$ cat src/rtl/bin_to_bcd_seq.sv
// bin_to_bcd_seq: sequential shift-and-add-3 binary-to-BCD converter with a start/busy/done handshake
module bin_to_bcd_seq #(
    parameter int BIN_W  = 8,
    parameter int DIGITS = 3
) (
    input  logic                  clk,
    input  logic                  rst_n,
    input  logic                  start,
    input  logic [BIN_W-1:0]      bin_in,
    output logic                  busy,
    output logic                  done,
    output logic [4*DIGITS-1:0]   bcd_out,
    output logic                  overflow
);
    localparam int CW = $clog2(BIN_W + 1);
    localparam int SW = 4 * DIGITS;
    typedef enum logic {IDLE, CONV} state_t;
    state_t           state_q, state_d;
    logic [CW-1:0]    cnt_q, cnt_d;
    logic [BIN_W-1:0] sh_q, sh_d;
    logic [SW-1:0]    scr_q, scr_d, adj;
    logic             ovf_q, ovf_d;
    logic             busy_q, busy_d, done_q, done_d, oflo_q, oflo_d;
    logic [SW-1:0]    bcd_q, bcd_d;
    always_comb begin
        adj = scr_q;
        for (int i = 0; i < DIGITS; i++)
            adj[4*i +: 4] = scr_q[4*i +: 4] >= 4'd5 ? scr_q[4*i +: 4] + 4'd3 : scr_q[4*i +: 4];
        state_d = state_q;
        cnt_d   = cnt_q;
        sh_d    = sh_q;
        scr_d   = scr_q;
        ovf_d   = ovf_q;
        busy_d  = busy_q;
        done_d  = 1'b0;
        bcd_d   = bcd_q;
        oflo_d  = oflo_q;
        if (state_q == IDLE) begin
            if (start) begin
                state_d = CONV;
                cnt_d   = '0;
                sh_d    = bin_in;
                scr_d   = '0;
                ovf_d   = 1'b0;
                busy_d  = 1'b1;
            end
        end else begin
            // a carry out of the top digit means the value reached 10^DIGITS
            cnt_d = cnt_q + 1'b1;
            sh_d  = sh_q << 1;
            scr_d = {adj[SW-2:0], sh_q[BIN_W-1]};
            ovf_d = ovf_q | adj[SW-1];
            if (cnt_q == CW'(BIN_W - 1)) begin
                state_d = IDLE;
                busy_d  = 1'b0;
                done_d  = 1'b1;
                bcd_d   = scr_d;
                oflo_d  = ovf_d;
            end
        end
    end
    always_ff @(posedge clk) begin
        if (!rst_n) begin
            state_q <= IDLE;
            cnt_q   <= '0;
            sh_q    <= '0;
            scr_q   <= '0;
            ovf_q   <= 1'b0;
            busy_q  <= 1'b0;
            done_q  <= 1'b0;
            bcd_q   <= '0;
            oflo_q  <= 1'b0;
        end else begin
            state_q <= state_d;
            cnt_q   <= cnt_d;
            sh_q    <= sh_d;
            scr_q   <= scr_d;
            ovf_q   <= ovf_d;
            busy_q  <= busy_d;
            done_q  <= done_d;
            bcd_q   <= bcd_d;
            oflo_q  <= oflo_d;
        end
    end
    assign busy     = busy_q;
    assign done     = done_q;
    assign bcd_out  = bcd_q;
    assign overflow = oflo_q;
endmodule

$ cat config.mk
export PLATFORM = sky130hd
export DESIGN_NAME = bin_to_bcd_seq
export DESIGN_NICKNAME = d
export VERILOG_FILES = /design/src/rtl/bin_to_bcd_seq.sv
export SDC_FILE = /design/constraint.sdc
export NUM_CORES = 1
export LEC_CHECK = 0
export CORE_MARGIN = 5
export CORE_UTILIZATION = 45
export DETAILED_ROUTE_END_ITERATION = 8
export PLACE_DENSITY_LB_ADDON = 0.12
export SLEW_MARGIN = 20
export SYNTH_ARGS = -nofsm -noshare
export SYNTH_HDL_FRONTEND = slang
export SYNTH_SLANG_ARGS = --single-unit
$ cat constraint.sdc
create_clock -name clk -period 1.3 [get_ports clk]
set_input_delay 0.26 -clock clk [delete_from_list [all_inputs] [get_ports clk]]
set_output_delay 0.26 -clock clk [all_outputs]
set_load 0.03 [all_outputs]
==> metrics.yaml <==
status: "complete, but fails checks"
violations: "negative setup slack"
worst_slack_ps: -71.1
grt_pass1_wl_mm: 7.20
port_buffers: 25
ant_nets: 0
setup_violations: 8
cts_buffers: 5
period_needed_ps: 1370
worstSetupPathType: "register to register"
cts_buffer_depth: 2
clk_latency_ps: 290
gr-total-overflow: 0
die-height_um: 73.0
synth_area_mm2: 0.00179
arrival_ps: 1570
crit_fanout: 3
synthFlopType: "dfxtp_1"
yosysTopAreaCellShare_pct: 46.0
worstMarginPinSlew_ps: 395
clock-sinks: 41
htree_levels: 2
synth_area_leaders: "dfxtp_1, a21oi_1, mux2i_1, ha_1, o21ai_1"
slowest_delay_ps: 360
antenna_found_initial: 0
total_power_w: 0.00237
final_area_mm2: 0.00261
dieArea_mm2: 0.00533
grt_pass1_vias: 1553
syn2layout_area_growth_pct: 46.4
drt-initial-drc-count: 70
die_w_um: 73.0
via_count: 1625
synthArstFlopShare_pct: 0
grt_max_degree: 17
yosysMostFrequentCell: "dfxtp_1"
dp.cells: 293
placed_area_mm2: 0.00236
place_congestion: 0.814
crit_chain: "inv_2 > ha_4 > nor2b_4 > o21ba_4 > mux2_4 > o32ai_2"
max_freq_mhz: 729
cts_tree: "done"
yosysWarnings: 0
path_clk_slew_ps: 80
p_leak_nw: 1.00
viasPerCell: 5.29
slew_violations: 0
fin_crit_sh_pct: 105
endpoint_kind: "register"
dp_slack_ps: -261
skew_ps: 5.68
hold_viol_final: 0
place_hpwl_mm: 3.12
coreArea_mm2: 0.00374
cts_root_buffer: "clkbuf_8"
synth.distinct_cells: 32
diodes: 0
fin_tns_setup_ps: -309
finalWirelength_mm: 4.35
crit_family: "flip-flops"
globalRouteTotalUtil_pct: 17.6
cpMaxStageDelayCell: "dfxtp_2"
ir_drop_uv: 650
yosysSeqAreaShare_pct: 46.0
rsz0062_at_grt: "true"
yosysTopAreaCell: "dfxtp_1"
layout.nets: 277
powerDensity_mw_per_mm2: 905
row_count: 22
cp.required_ps: 1500
syn_avg_cell_area_um2: 8.88
drc: 0
path_buf_inv: 1
slew_headroom_pct: 73.5
cp-start-kind: "register"
layout.cells.non_filler: 307
synth_edf_count: 0
cts_hold_buf: 0
synthCells: 201
wl_per_cell_um: 14.2
yosys-top-cells-count: "dfxtp_1, a21oi_1, nor2_1, nand2_1, o21ai_1"
first_pass_iters: 4
synth_nets: 219
max-cap-violations: 0
ios: 26
hold_class: "register to register"
drive_above_1_share_pct: 38.2
synth-seq-cells: 41
initial_core_util_pct: 47.7
power breakdown:
part / switching (W) / internal, W / total [W]
Clock: 0.000411 / 0.000421 / 0.000832
Combinational: 0.000118 / 0.000118 / 0.000236
Sequential: 0.0000178 / 0.00128 / 0.00130
timing repair:
item / 4_1_cts / 5_1_grt
setup buffers: 4 / 3
cloned: 0 / 1
setup endpoints to repair: 28 / 37
pin swaps: 3 / 10
gates resized for setup: 25 / 36
endpoints found under the hold margin: 0 / 0
layout make-up:
type                    count  area [um2]
clock buffers               7        86.3
fillers                   287        1130
inverters                  13        53.8
multi-input cells         137        1080
flip-flops and latches     41         831
well taps                  48        60.1
repair buffers             61         502
per-layer routing:
| metal | part of all wire [%] | global-route usage [%] |
|---|---|---|
| met3 | 4.2 | 5.23 |
| met4 | 3.0 | 7.58 |
| met5 | 0 | 0 |
| met1 | 43 | 21.1 |
| met2 | 49 | 29.0 |
logic make-up (layout without fill, tap and decap cells):
family,after synthesis,in the layout,share of synthesized area (%)
xor+xnor,3,3,1.47
buf+inv,23,81,5.26
fa+ha+maj,7,7,4.91
compound gates,57,57,19.5
flops,41,41,46.0
simple gates,58,58,15.8
mux,12,12,7.15
sequential cells by signal, indices dropped and copies added, names as in the netlist, 4 cells and up:
signal   cells
sh_q         8
scr_q       12
bcd_out     12
cnt_q        4
cell usage in the layout, fill, tap and decap left out, drive strengths merged, types with 4 or more instances in the layout:
cell type / n
buf: 41
dfxtp: 41
a21oi: 23
nor2: 19
o21ai: 19
nand2: 15
inv: 12
clkbuf: 12
mux2i: 9
clkdlybuf4s50: 9
nor3b: 9
o32ai: 8
ha: 7
clkdlybuf4s15: 5
nand3: 4
nor3: 4
metrics by stage:
stage / hold slack (ps) / util, %
6_report: 445 / 69.8
5_1_grt: 460 / 69.8
4_1_cts: 449 / 67.2
3_5_place_dp: 438 / 63.0
3_3_place_gp: 436 / 63.0
2_1_floorplan: 407 / -
worst register-to-register path: stages (launching register included):
cell     delay, ps
dfxtp_2        360
inv_2           50
ha_4           150
nor2b_4        120
o21ba_4        200
mux2_4         310
o32ai_2         90
path summary, 6_finish.rpt:
check,startpoint,endpoint,slack [ps],depth (start not counted)
worst min-delay path,bcd_out[6],bcd_out[6],450,2
worst max-delay path,scr_q[8],scr_q[10],-70,6
worst max register to register,scr_q[8],scr_q[10],-70,6
worst min register to register,bcd_out[6],bcd_out[6],450,2
Note: power is estimated with default switching activity, not from simulation.
==> RTL edit, RTL diff (same settings) <==
Add an input register stage for `start` and `bin_in`; this delays them by one clock.
--- a/src/rtl/bin_to_bcd_seq.sv
+++ b/src/rtl/bin_to_bcd_seq.sv
@@ -15,6 +15,15 @@
     localparam int CW = $clog2(BIN_W + 1);
     localparam int SW = 4 * DIGITS;
     typedef enum logic {IDLE, CONV} state_t;
+
+    logic start_q;
+    logic [BIN_W-1:0] bin_q;
+
+    always_ff @(posedge clk) begin
+        start_q <= start;
+        bin_q   <= bin_in;
+    end
+
     state_t           state_q, state_d;
     logic [CW-1:0]    cnt_q, cnt_d;
     logic [BIN_W-1:0] sh_q, sh_d;
@@ -36,10 +45,10 @@
         bcd_d   = bcd_q;
         oflo_d  = oflo_q;
         if (state_q == IDLE) begin
-            if (start) begin
+            if (start_q) begin
                 state_d = CONV;
                 cnt_d   = '0;
-                sh_d    = bin_in;
+                sh_d    = bin_q;
                 scr_d   = '0;
                 ovf_d   = 1'b0;
                 busy_d  = 1'b1;
Check against the original RTL: not equivalent (a bounded check fails within 4 cycles, from zero or initial values and one cycle with rst_n low).
==> RTL edit against the unedited design <==
- the run still ends with setup timing left
- total power increased by 32%
- sequential power increased by 22%
- setup slack got worse by 0.0029 ns
- hold slack got worse by 0.056 ns
- synthesized cell count increased by 6.0%
- sequential share of layout area increased by 1.8 points
- design area increased by 16%
- clock skew increased by 0.0014 ns
- area after synthesis increased by 17%
- wire length increased by 16%
- sequential cell count increased by 9
- largest power group unchanged
==> RTL edit: results (changes against the unedited design) <==
{| class="wikitable"
! Metric !! Value
|-
| Vias in the first global route || 1685 (+8.5%)
|-
| GPL Wtd Cong || 0.7570 (-7.0%)
|-
| Largest net degree at the start of global routing || 22 (+5)
|-
| Pin slew with the least headroom to its limit || 0.5219 ns (+0.1269 ns)
|-
| Multiplexer fraction of the synthesized cell area || 6.396% (-0.75 points)
|-
| Number of multi-input combinational cells in the layout || 139 (+1.5%)
|-
| Class of the worst hold path || input port to flop
|-
| Share of the synthesized netlist area taken by xor and xnor gates || 1.255% (-0.22 points)
|-
| Share of final layout cell area taken by non-clock buffers || 17.30% (-1.9 points)
|-
| IR Drop Worst-Case VDD || 1.016 mV (+56%)
|-
| Worst Clk Skew || 0.007090 ns (+0.001410 ns)
|-
| Syn_nets || 231 (+5.5%)
|-
| # clk buffers || 6 (-1)
|-
| Leading post-synthesis cells by cell area || sky130_fd_sc_hd__dfxtp_1 (48%), sky130_fd_sc_hd__mux2i_1 (4.8%), sky130_fd_sc_hd__ha_1 (4.2%)
|-
| CTS sink count || 50 (+22%)
|-
| Pint || 2.498 mW (+37%)
|-
| GRT Resource Usage Total || 16.24% (-1.3 points)
|-
| Share of final layout cell area taken by clock buffers and inverters || 4.686% (+1.4 points)
|-
| Number of instances in the synthesized netlist || 213 (+6.0%)
|-
| Sequential fraction of the synthesis area || 47.82% (+1.8 points)
|-
| Result of the run || complete, but fails checks
|-
| First-pass GRT wire length || 7914 um (+10%)
|-
| Failing checks || setup timing
|-
| Worst path setup slack after routing || -0.07399 ns (-0.002876 ns)
|-
| Leakage power || 1.176 nW (+17%)
|-
| Number of failing setup endpoints in the final timing report || 9 (+1)
|-
| Area of the multi-input gates || 0.001234 mm2 (+14%)
|-
| Post-detail-place hpwl || 3329 um (+6.8%)
|-
| Overall routed net length || 5031 um (+16%)
|-
| Area added between synthesis and finish || 45.43%
|-
| Setup WS pre-CTS || -0.1296 ns (+0.1313 ns)
|-
| Non-clock inverters || 12 (-1)
|-
| Detailed Route Iter0 Violations || 68 (-2.9%)
|-
| Summed negative setup slack over all endpoints || -0.3577 ns (-0.04897 ns)
|-
| Synth Area in Compound Gates || 19.07% (-0.41 points)
|-
| Final standard cell count with taps included and fillers excluded || 319 (+3.9%)
|-
| Post-place instance area || 0.002619 mm2 (+11%)
|-
| Fill cell instance count of the final layout || 330 (+15%)
|}
==> RTL edit: final timing paths <==
path | cells past startpoint | slack, ns | startpoint | to
max | 6 | -0.07 | scr_q[1]$_SDFFE_PN0P_ | bcd_out[2]$_SDFFE_PN0P_
min | 1 | 0.39 | bin_in[0] | bin_q[0]$_DFF_P_
max reg2reg | 6 | -0.07 | scr_q[1]$_SDFFE_PN0P_ | bcd_out[2]$_SDFFE_PN0P_
min reg2reg | 2 | 0.48 | ovf_q$_SDFFE_PN0P_ | overflow$_SDFFE_PN0P_
==> RTL edit: power by group through the flow <==
stage / clock (mW) / sequential, mW / combinational (mW)
5_1_grt: 1.42 / 1.59 / 0.246
3_5_place_dp: 0 / 1.63 / 0.209
2_1_floorplan: 0 / 1.62 / 0.116
6_report: 1.32 / 1.59 / 0.222
4_1_cts: 1.34 / 1.59 / 0.215
3_3_place_gp: 0 / 1.62 / 0.200
==> RTL edit: logic make-up (layout without fill, tap and decap cells) <==
logic type | Yosys count | count (layout)
fa+ha+maj | 7 | 7
flops | 50 | 50
simple gates | 59 | 59
xor+xnor | 3 | 3
buf+inv | 24 | 78
compound gates | 57 | 57
mux | 13 | 13
==> RTL edit: repair_timing <==
item / in CTS / in global routing
gates cloned: 0 / 2
gates resized for setup: 16 / 32
pin swaps: 4 / 7
endpoints found under the hold margin: 0 / 0
endpoints found under the setup margin: 17 / 27
buffers inserted: 3 / 2
hold buffers: 0 / 0
==> RTL edit: routing by layer <==
metal	vias up	track usage, %	routed length, um
met5	-	0	0
met4	0	6.643	78
met3	9	3.547	156
met2	27	28.00	2561
met1	807	19.65	2234
li1	849	-	-
